--- src/rtl/frame_sample_loader.sv ---
// Fetches N_SAMPLES consecutive RAM words, extends each to SAMPLE_W bits and presents
// them as one parallel frame, then holds the frame and handshakes with the FFT core.
module frame_sample_loader #(
    parameter int ADDR_W      = 15,
    parameter int DATA_W      = 16,
    parameter int SAMPLE_W    = 24,
    parameter int N_SAMPLES   = 16,
    parameter int RD_LATENCY  = 2,
    parameter int HOLD_CYCLES = 33554431,
    parameter int BASE_ADDR   = 0,
    parameter int END_ADDR    = 32767,
    parameter bit SIGNED      = 1'b1
) (
    input  logic                            Clk,
    input  logic                            Reset,
    input  logic                            fft_done,
    input  logic                            free_run,
    input  logic [DATA_W-1:0]               ram_q,
    output logic [ADDR_W-1:0]               ram_addr,
    output logic                            ram_rden,
    output logic [N_SAMPLES*SAMPLE_W-1:0]   samples,
    output logic                            ready,
    output logic                            frame_valid,
    output logic                            busy
);

    localparam int IDX_W  = (N_SAMPLES > 2) ? $clog2(N_SAMPLES) : 1;
    localparam int LAT_W  = (RD_LATENCY > 1) ? $clog2(RD_LATENCY) : 1;
    localparam int HOLD_W = (HOLD_CYCLES > 1) ? $clog2(HOLD_CYCLES + 1) : 1;

    generate
        if (SAMPLE_W < DATA_W || N_SAMPLES < 2 || END_ADDR < BASE_ADDR || RD_LATENCY < 1) begin : g_bad_params
            $error("frame_sample_loader: illegal parameter combination");
        end
    endgenerate

    typedef enum logic [2:0] {
        S_IDLE,
        S_READ,
        S_CAPTURE,
        S_ADVANCE,
        S_HOLD,
        S_DONE
    } state_t;

    state_t                          state_q, state_d;
    logic [ADDR_W-1:0]               ram_addr_q, ram_addr_d;
    logic                            ram_rden_q, ram_rden_d;
    logic [N_SAMPLES*SAMPLE_W-1:0]   samples_q, samples_d;
    logic [IDX_W-1:0]                idx_q, idx_d;
    logic [LAT_W-1:0]                lat_cnt_q, lat_cnt_d;
    logic [HOLD_W-1:0]               hold_cnt_q, hold_cnt_d;
    logic                            frame_valid_q, frame_valid_d;
    logic                            busy_q, busy_d;
    logic [SAMPLE_W-1:0]             ext_sample;

    always_comb begin
        if (SIGNED) ext_sample = SAMPLE_W'($signed(ram_q));
        else        ext_sample = SAMPLE_W'(ram_q);
    end

    always_comb begin
        state_d    = state_q;
        ram_addr_d = ram_addr_q;
        samples_d  = samples_q;
        idx_d      = idx_q;
        lat_cnt_d  = lat_cnt_q;
        hold_cnt_d = hold_cnt_q;

        case (state_q)
            S_IDLE: begin
                idx_d = '0;
                if (fft_done || free_run) begin
                    lat_cnt_d = '0;
                    state_d   = S_READ;
                end
            end
            S_READ: begin
                if (lat_cnt_q == LAT_W'(RD_LATENCY - 1)) begin
                    lat_cnt_d = '0;
                    state_d   = S_CAPTURE;
                end else begin
                    lat_cnt_d = lat_cnt_q + 1'b1;
                end
            end
            S_CAPTURE: begin
                for (int k = 0; k < N_SAMPLES; k++) begin
                    if (idx_q == IDX_W'(k)) samples_d[k*SAMPLE_W +: SAMPLE_W] = ext_sample;
                end
                state_d = S_ADVANCE;
            end
            S_ADVANCE: begin
                // The address survives across frames so successive frames walk the window.
                if (ram_addr_q == ADDR_W'(END_ADDR)) ram_addr_d = ADDR_W'(BASE_ADDR);
                else                                 ram_addr_d = ram_addr_q + 1'b1;
                if (idx_q == IDX_W'(N_SAMPLES - 1)) begin
                    idx_d      = '0;
                    hold_cnt_d = '0;
                    state_d    = S_HOLD;
                end else begin
                    idx_d   = idx_q + 1'b1;
                    state_d = S_READ;
                end
            end
            S_HOLD: begin
                if (hold_cnt_q == HOLD_W'(HOLD_CYCLES)) begin
                    hold_cnt_d = '0;
                    state_d    = S_DONE;
                end else begin
                    hold_cnt_d = hold_cnt_q + 1'b1;
                end
            end
            S_DONE: begin
                state_d = S_IDLE;
            end
            default: begin
                state_d = S_IDLE;
            end
        endcase

        ram_rden_d    = (state_d == S_READ) || (state_d == S_CAPTURE);
        busy_d        = (state_d == S_READ) || (state_d == S_CAPTURE) || (state_d == S_ADVANCE);
        frame_valid_d = (state_q == S_ADVANCE) && (state_d == S_HOLD);
    end

    always_ff @(posedge Clk) begin
        if (Reset) begin
            state_q       <= S_IDLE;
            ram_addr_q    <= ADDR_W'(BASE_ADDR);
            ram_rden_q    <= 1'b0;
            samples_q     <= '0;
            idx_q         <= '0;
            lat_cnt_q     <= '0;
            hold_cnt_q    <= '0;
            frame_valid_q <= 1'b0;
            busy_q        <= 1'b0;
        end else begin
            state_q       <= state_d;
            ram_addr_q    <= ram_addr_d;
            ram_rden_q    <= ram_rden_d;
            samples_q     <= samples_d;
            idx_q         <= idx_d;
            lat_cnt_q     <= lat_cnt_d;
            hold_cnt_q    <= hold_cnt_d;
            frame_valid_q <= frame_valid_d;
            busy_q        <= busy_d;
        end
    end

    assign ram_addr    = ram_addr_q;
    assign ram_rden    = ram_rden_q;
    assign samples     = samples_q;
    assign frame_valid = frame_valid_q;
    assign busy        = busy_q;
    assign ready       = (state_q == S_IDLE) || (state_q == S_DONE);

endmodule

--- config.mk ---
export PLATFORM = sky130hd
export DESIGN_NAME = frame_sample_loader
export DESIGN_NICKNAME = d
export VERILOG_FILES = /design/src/rtl/frame_sample_loader.sv
export SDC_FILE = /design/constraint.sdc
export NUM_CORES = 1
export LEC_CHECK = 0
export BUFFER_PORTS_ARGS = -buffer_cell sky130_fd_sc_hd__buf_2
export CAP_MARGIN = 25
export CORE_MARGIN = 4
export CORE_UTILIZATION = 40
export DETAILED_ROUTE_END_ITERATION = 7
export PLACE_DENSITY = 0.62
export SYNTH_ARGS = -nofsm -noshare
export SYNTH_HDL_FRONTEND = slang
export SYNTH_SLANG_ARGS = --single-unit
--- constraint.sdc ---
create_clock -name Clk -period 5.8 [get_ports Clk]
set_clock_uncertainty 0.15 [all_clocks]
set_input_delay 0.87 -clock Clk [delete_from_list [all_inputs] [get_ports Clk]]
set_output_delay 0.87 -clock Clk [all_outputs]
set_load 0.1 [all_outputs]
==> results.md <==
- Final GP Congestion: between 0.8 and 0.9
- H-tree depth: 2
- Crit path capture type: output port
- Met1 Use GR: 28.4%
- Actual slew at the worst max-slew pin: a little under 1 ns
- Post-route antenna net violation count: 0
- Final Hold Viols: 0
- Initial drt markers: ~700
- IO buf count: 422
- Layer with the highest usage: met2
- Total power: roughly 0.0044 W
- Final setup vio count: 0
- GR Util met3: between 6 and 7%
- Worst-Skew Late Latency: between 0.5 and 0.6 ns
- Antenna violations before repair: 1
- CTS tree: built
- Worst EP required: 4.78 ns
- Total GRT Usage: between 20% and 30%
- Average size of a mapped cell: just under 8 um2
- Vias in the first global route: around 11000
- Sequential area share after synthesis: between 40% and 50%
- Die ar.: roughly 35000 um2
- Routed vias: between 10000 and 15000
- Root Driver: clkbuf_16
- Max Fanout on Critical Path: 21
- Horiz. Die Dim: between 150 and 200 um
- CTS resizes: 0
- Worst Hold Margin: between 0.2 and 0.3 ns
- Largest net degree at the start of global routing: 100
- R2r endpoint: samples[152]$_SDFFE_PP0P_
- Power Dens Cells: 293 nW/um2
- Post-CTS Setup Bufs: 0
- Max_cap viols: 0
- Most used DFF post-synth: dfxtp_1
- Fmax: 329 MHz
- Status: finished, final reports clean
- TritonRoute pass-1 iters: 5
- Reg2Reg Launch Point: state_q[1]$_SDFF_PP0_
- GRT overflow: 0
- Maximum vdd drop: between 0.2 and 0.25 mV
- Share of layout cells above drive strength 1: 27.5%
- Async SR Flop Fraction: 0%
- Post-DR vias/cell: around 5.0
- Cell Area, Synth: 12800 um2
- Final TNS setup: 0 ns
- Min-Delay Endpoint: samples[336]$_SDFFE_PP0P_
- Worst min-delay path startpoint: samples[336]$_SDFFE_PP0P_
- Final min period: about 3.0 ns
- Synth unique cells: 55
- Critical path class: reg2out
- Max Slew Vio Count: 0
- FP Rows: 65
- Area Growth Syn to Fin: 18.0%
- Final #Nets: roughly 1900
- Hold depth: 2
- DP HPWL: 28200 um
- Leak: 6.49 nW
- First-pass GRT wire length: approximately 64000 um
- Ports: 423
- Register clock-pin slew on the reported worst setup and hold paths: 0.06 ns
- RSZ-0062 raised after global routing: false
- Slew headroom: about 36%
- Routed len/inst: 18.4 um
- Count of flip-flops with a built-in enable after synthesis: 0
- Gate Count Post-Synth: between 1500 and 2000
- Worst min path class: reg2reg
- Reg-to-reg slack, setup: around 3.2 ns
- Synth Register Bits: around 300
- Post-route clock period utilization: around 52%
- Hold bufs inserted after CTS: 0
- DRC viols: 0
- Cell with the most instances after synthesis: nand2_1
- Grt met2 use: slightly below 40%
- Antenna cells: 0
- Synth top cells by count: nand2_1, dfxtp_1, a21oi_1
- Share of the synthesized area in the top cell type: 48.2%
- Deepest clock path buffer count: 3
- CTS Buf Count: 35
- Synthesis Warnings: 0
- R2R depth: 5
- CP arrival: approximately 2.0 ns
- Mapped Nets: approximately 1600
- Final Core Density: 47.8%
- # clock sinks: roughly 310
- Core Area: roughly 31000 um2
- Detailed Route WL: 42000 um
- Synth area leaders: dfxtp_1, nand2_1, a21oi_1
- Yosys top cell by area: dfxtp_1
- Die Ht: about 190 um
- Worst setup SP type: flip-flop
- Initial Utilization: just over 40%
worst max path at each step:
stage / start / end / slack [ns]
2_1_floorplan: state_q[0]$_SDFF_PP0_ / ready / 2.66
3_3_place_gp: Reset / frame_valid$_SDFF_PP0_ / 2.92
3_5_place_dp: Reset / frame_valid$_SDFF_PP0_ / 2.95
4_1_cts: state_q[0]$_SDFF_PP0_ / ready / 2.75
5_1_grt: state_q[0]$_SDFF_PP0_ / ready / 2.63
6_report: state_q[0]$_SDFF_PP0_ / ready / 2.76
worst max-delay path: stages (launching register included):
cell and delay (ns):
dfxtp_1 0.81, xor2_1 0.13, nor2_1 0.11, buf_2 0.45
layout make-up:
cell class / count / area [um2]
well taps: 402 / 503
fillers: 3131 / 16400
clock buffers: 51 / 1010
multi-input cells: 1061 / 5080
flip-flops and latches: 307 / 6150
repair buffers: 426 / 2150
inverters: 14 / 52.6
clock inverters: 13 / 111
flip-flops by register name, indices dropped and copies added, names as in the netlist:
signal       count
busy             1
frame_valid      1
hold_cnt_q      25
idx_q            4
lat_cnt_q        1
ram_addr        15
ram_rden         1
samples        256
state_q          3
through the flow:
stage | cell area (um2) | instances | worst slack, ns
final | 15100 | 2274 | 2.76
after global routing | 15100 | 2274 | 2.63
after CTS | 15100 | 2274 | 2.75
after detailed placement | 13900 | 2210 | 2.95
after global placement | 13900 | 2209 | 2.92
after floorplan | 12800 | 1622 | 2.66
cells by family after synthesis:
group / Yosys count / share of synthesized area, %
flops: 307 / 48.2
fa+ha+maj: 6 / 0.589
compound gates: 322 / 13.2
simple gates: 711 / 24.5
buf+inv: 254 / 12.0
mux: 5 / 0.402
xor+xnor: 17 / 1.17
per-layer routing:
layer,routed length (um),part of all wire (%),vias up
met5,12,0.029,-
met4,1460,3.5,2
met3,3130,7.5,82
met2,19600,47,399
met1,17800,42,5318
li1,-,-,5601
cells in the final DEF (no fill, tap or decap), types with 8 or more instances in the layout:
| master | instances |
|---|---|
| xor2_1 | 9 |
| clkbuf_16 | 36 |
| or3_1 | 12 |
| nand3_1 | 29 |
| clkbuf_1 | 10 |
| nand4_1 | 10 |
| dfxtp_1 | 307 |
| o21ai_1 | 10 |
| a21oi_1 | 281 |
| xnor2_1 | 8 |
| nand2_1 | 550 |
| buf_2 | 421 |
| inv_1 | 14 |
| nor2_1 | 33 |
| o21ai_0 | 9 |
| nor2_4 | 9 |
| clkinv_2 | 8 |
report_power, final:
| part | total [W] | internal [W] | leakage, nW | switching [W] |
|---|---|---|---|---|
| combinational | 0.000165 | 0.0000228 | 3.46 | 0.000142 |
| clock | 0.00213 | 0.00126 | 0.553 | 0.000869 |
| sequential | 0.00212 | 0.00211 | 2.47 | 0.00000842 |
No activity file was read; power rests on OpenSTA's default activity.
